--- src/rtl/word_byte_serializer_pkg.sv ---
// Shared constants for the 32-bit word to byte split path.
// State encoding and widths used by the serializer and its upstream splitter.
package word_byte_serializer_pkg;

    typedef enum logic {
        S_IDLE = 1'b0,
        S_SEND = 1'b1
    } state_e;

    localparam int BYTE_W = 8;
    localparam int IDX_W  = 2;
    localparam int WORD_W = 32;

endpackage

--- src/rtl/word_byte_serializer.sv ---
// Serializes one word per valid/ready handshake into BYTES bytes on a byte stream.
// A last-byte handshake may accept the next word in the same cycle, so words stream with no bubble.
module word_byte_serializer
    import word_byte_serializer_pkg::*;
#(
    parameter int BYTES     = WORD_W / BYTE_W,
    parameter int MSB_FIRST = 1
) (
    input  logic                      clk,
    input  logic                      rst_n,
    input  logic [BYTE_W*BYTES-1:0]   in_data,
    input  logic                      in_valid,
    output logic                      in_ready,
    output logic [BYTE_W-1:0]         out_data,
    output logic                      out_valid,
    input  logic                      out_ready,
    output logic                      out_last,
    output logic [IDX_W-1:0]          out_idx
);

    localparam int                IN_W     = BYTE_W * BYTES;
    localparam logic [IDX_W-1:0] LAST_IDX = IDX_W'(BYTES - 1);

    state_e                state_q;
    logic [IN_W-1:0]       word_q;
    logic [IDX_W-1:0]      idx_q;
    logic [BYTE_W-1:0]     data_q;
    logic                  valid_q;
    logic                  last_q;

    logic                  out_fire;
    logic                  last_fire;
    logic                  load;
    logic [IDX_W-1:0]      idx_d;

    // Emission position idx maps to a byte lane depending on the configured order.
    function automatic logic [BYTE_W-1:0] lane(input logic [IN_W-1:0] w,
                                               input logic [IDX_W-1:0] idx);
        logic [IN_W-1:0] sh;
        int              pos;
        pos = (MSB_FIRST != 0) ? (BYTES - 1 - int'(idx)) : int'(idx);
        sh  = w >> (BYTE_W * pos);
        return sh[BYTE_W-1:0];
    endfunction

    assign out_fire  = valid_q & out_ready;
    assign last_fire = out_fire & last_q;
    assign in_ready  = rst_n & ((state_q == S_IDLE) | last_fire);
    assign load      = in_valid & in_ready;
    assign idx_d     = idx_q + IDX_W'(1);

    always_ff @(posedge clk or negedge rst_n) begin
        if (!rst_n) begin
            state_q <= S_IDLE;
            word_q  <= '0;
            idx_q   <= '0;
            data_q  <= '0;
            valid_q <= 1'b0;
            last_q  <= 1'b0;
        end else if (load) begin
            state_q <= S_SEND;
            word_q  <= in_data;
            idx_q   <= '0;
            data_q  <= lane(in_data, '0);
            valid_q <= 1'b1;
            last_q  <= (LAST_IDX == '0);
        end else if (last_fire) begin
            state_q <= S_IDLE;
            idx_q   <= '0;
            valid_q <= 1'b0;
            last_q  <= 1'b0;
        end else if (out_fire) begin
            idx_q   <= idx_d;
            data_q  <= lane(word_q, idx_d);
            last_q  <= (idx_d == LAST_IDX);
        end
    end

    assign out_data  = data_q;
    assign out_valid = valid_q;
    assign out_last  = last_q;
    assign out_idx   = idx_q;

endmodule
--- config.mk ---
export PLATFORM = sky130hd
export DESIGN_NAME = word_byte_serializer
export DESIGN_NICKNAME = d
export VERILOG_FILES = /design/src/rtl/word_byte_serializer_pkg.sv /design/src/rtl/word_byte_serializer.sv
export SDC_FILE = /design/constraint.sdc
export NUM_CORES = 1
export LEC_CHECK = 0
export CAP_MARGIN = 20
export CORE_MARGIN = 2
export CORE_UTILIZATION = 40
export CTS_CLUSTER_SIZE = 16
export DETAILED_ROUTE_END_ITERATION = 16
export MAX_ROUTING_LAYER = met4
export PLACE_DENSITY_LB_ADDON = 0.12
export REMOVE_ABC_BUFFERS = 1
export SYNTH_ARGS = -nofsm -noshare
export SYNTH_HDL_FRONTEND = slang
export SYNTH_SLANG_ARGS = --single-unit
--- constraint.sdc ---
create_clock -name clk -period 4 [get_ports clk]
set_input_delay 0.4 -clock clk [delete_from_list [all_inputs] [get_ports clk]]
set_output_delay 0.4 -clock clk [all_outputs]
set_load 0.05 [all_outputs]
==> results.sh <==
export IMPL_reg2regPathDepth=5
export IMPL_r2r_slack_ns=1.52
export IMPL_p_leak_nw=1.098
export IMPL_cts_hold_buf=0
export IMPL_core_um2=4723
export IMPL_n_fill_cell=383
export IMPL_synthTopCellsByArea="dfrtp_1 (56%), mux2_2 (20%), mux4_1 (6.7%), a221o_1 (3.6%), mux4_2 (3.5%)"
export IMPL_setup_viol=0
export IMPL_crit_family="buffers and inverters"
export IMPL_hp_class="in -> async"
export IMPL_slowest_delay_ns=0.80
export IMPL_cp_required_ns=3.60
export IMPL_cp_arrival_ns=2.17
export IMPL_dp_hpwl_mm=2.755
export IMPL_grt_total_usage=0.1678
export IMPL_critPathKind="in -> out"
export IMPL_drt_wl_total_mm=3.914
export IMPL_place_congestion=0.7772
export IMPL_relSlewSlack=0.6003
export IMPL_power_density_nw_per_um2=816.5
export IMPL_cp_depth=4
export IMPL_ys_warn_count=0
export IMPL_viasPerCell=5.033
export IMPL_fin_crit_sh=0.6432
export IMPL_drcViolationCount=0
export IMPL_num_io_pins=49
export IMPL_cts_tree="done"
export IMPL_clock_path_buffers=2
export IMPL_port_buffers=48
export IMPL_die_y_um=73.86
export IMPL_nets=215
export IMPL_drt_iter0_drc=49
export IMPL_row_count=25
export IMPL_grt_pass1_wl_mm=6.492
export IMPL_cts_root_buf="clkbuf_8"
export IMPL_firstDrtPassIters=4
export IMPL_cp_startpoint="rst_n"
export IMPL_die_w_um=73.86
export IMPL_r2r_start="out_idx[0]"
export IMPL_routedWlPerCell_um=15.91
export IMPL_antennaDiodeCount=0
export IMPL_cts_buffers=5
export IMPL_initial_utilization=0.4132
export IMPL_clock_sinks=44
export IMPL_dieArea_um2=5455
export IMPL_status="finished, final reports clean"
export IMPL_grt_overflow=0
export IMPL_grt_max_degree=44
export IMPL_critPathBufInv=3
export IMPL_final_cells=246
export IMPL_syn_area_um2=1952
export IMPL_antenna_found_initial=0
export IMPL_ys_seq_area_frac=0.5641
export IMPL_fin_tns_setup_ns=0
export IMPL_hold_viol=0
export IMPL_clk_pin_slew_ns=0.08
export IMPL_grt_pass1_vias=1362
export IMPL_syn_avg_cell_area_um2=15.25
export IMPL_drive_above_1_share=0.2737
export IMPL_synth_seq_cells=44
export IMPL_syn2layout_area_growth_pct=34.42
export IMPL_finalMaxSlewViolations=0
export IMPL_dpl_cell_count=237
export IMPL_cpMaxStageDelayCell="clkdlybuf4s50_1"
export IMPL_end_kind="output pin"
export IMPL_worstSetupStartpointType="input pin"
export IMPL_worst_slew_pin_slew_ns=0.5995
export IMPL_max_clock_freq_ghz=0.3887
export IMPL_drv_cap=0
export IMPL_cts_resized_gates=0
export IMPL_cts_max_level=2
export IMPL_min_period_ns=2.573
export IMPL_rsz0062_at_grt="false"
export IMPL_peakVddDrop_uv=351.2
export IMPL_ant_nets=0
export IMPL_syn_inst=128
export IMPL_path_cells="buf_2 -> buf_4 -> nor2b_1 -> clkdlybuf4s50_1"
export IMPL_cp_endpoint="in_ready"
export IMPL_path_max_fanout=25
export IMPL_cts_setup_buffers=0
export IMPL_yosysTopAreaCell="dfrtp_1"
export IMPL_fin_skew_ns=0.006812
export IMPL_route_vias_total=1238
export IMPL_insertion_delay_ns=0.29
export IMPL_rr_endpoint="out_data[7]"
export IMPL_synth_top_area_share=0.5641
export IMPL_synth_cell_types=21
-- sequential cells by signal, summed over array words and instances, names as in the netlist --
| signal | flops |
|---|---|
| out_data | 8 |
| out_idx | 2 |
| out_last | 1 |
| out_valid | 1 |
| word_q | 32 |
-- Yosys cell counts (all sizes together) --
library cell / n
a221o: 7
a22o: 1
mux4: 8
and3b: 1
ha: 1
nor2b: 1
clkbuf: 2
and2: 7
mux2i: 1
nand2b: 2
inv: 2
nand2: 6
a21boi: 1
mux2: 34
buf: 5
a21oi: 2
dfrtp: 44
nor2: 3
-- worst min-delay path by stage --
stage	end	slack, ns
global route	word_q[2]	0.07
global placement	word_q[2]	0.37
detailed placement	out_data[2]	0.39
CTS	word_q[2]	0.06
floorplan	out_data[0]	0.10
finish	word_q[2]	0.05
-- worst reg2reg max path, cell delays in order, from the launching register on --
cell and delay [ns]:
dfrtp_1 0.73, inv_1 0.14, ha_1 0.59, mux4_2 0.37
mux2_2 0.27, mux2_2 0.26
-- stage by stage --
stage	hold slack [ns]	instance area [um2]	setup WS, ns	power (W)	util
floorplan	0.1044	1914	0.8768	0.001499	-
global placement	0.3699	2489	1.419	0.001764	0.5269
detailed placement	0.3905	2489	1.356	0.001820	0.5269
CTS	0.05980	2604	1.355	0.002168	0.5513
global route	0.07362	2624	1.231	0.002280	0.5555
finish	0.05001	2624	1.427	0.002142	0.5555
-- cells in the final DEF (no fill, tap or decap) --
| master | count |
|---|---|
| clkdlybuf4s50_1 | 47 |
| dfrtp_1 | 44 |
| mux2_2 | 34 |
| and2_1 | 7 |
| a221o_1 | 7 |
| nand2_1 | 6 |
| mux4_1 | 5 |
| clkbuf_8 | 5 |
| mux4_2 | 3 |
| inv_1 | 2 |
| a21oi_1 | 2 |
| nand2b_1 | 2 |
| nor2_1 | 2 |
| a21boi_1 | 1 |
| nor2b_1 | 1 |
| nor2_4 | 1 |
| and3b_1 | 1 |
| a22o_1 | 1 |
| mux2i_1 | 1 |
| ha_1 | 1 |
| inv_6 | 1 |
| clkinvlp_4 | 1 |
| bufinv_16 | 1 |
| buf_2 | 1 |
| buf_12 | 1 |
| buf_4 | 1 |
-- cell families after synthesis --
| group | Yosys count | synth area share |
|---|---|---|
| buffers and inverters | 9 | 0.02308 |
| DFF | 44 | 0.5641 |
| and+or+nand+nor | 20 | 0.05385 |
| adders and majority gates | 1 | 0.006409 |
| AOI/OAI and AO/OA | 11 | 0.04936 |
| muxes | 43 | 0.3032 |
-- power by group --
group / leakage, nW / internal [W] / switching [W]
combinational: 0.511 / 0.000523 / 0.000466
sequential: 0.532 / 0.000667 / 0.000145
clock: 0.0548 / 0.000188 / 0.000154
total: 1.10 / 0.00138 / 0.000765
-- cell type report --
type,count,area (um2),share of cell area
clock buffers,5,68.82,0.02623
clock inverters,3,46.29,0.01764
inverters,2,7.507,0.002861
flip-flops and latches,44,1101,0.4196
multi-input cells,75,813.3,0.3100
well taps,67,83.83,0.03195
repair buffers,50,503.0,0.1917
-- routing by layer --
layer	up-vias	part of all wire	global-route usage	wire, um
met2	40	0.51	0.2877	2011
li1	570	-	-	-
met4	0	0.015	0.05455	57
met3	8	0.052	0.04527	204
met1	620	0.42	0.1895	1641
met5	-	0	-	0
Note: power is estimated with default switching activity, not from simulation.
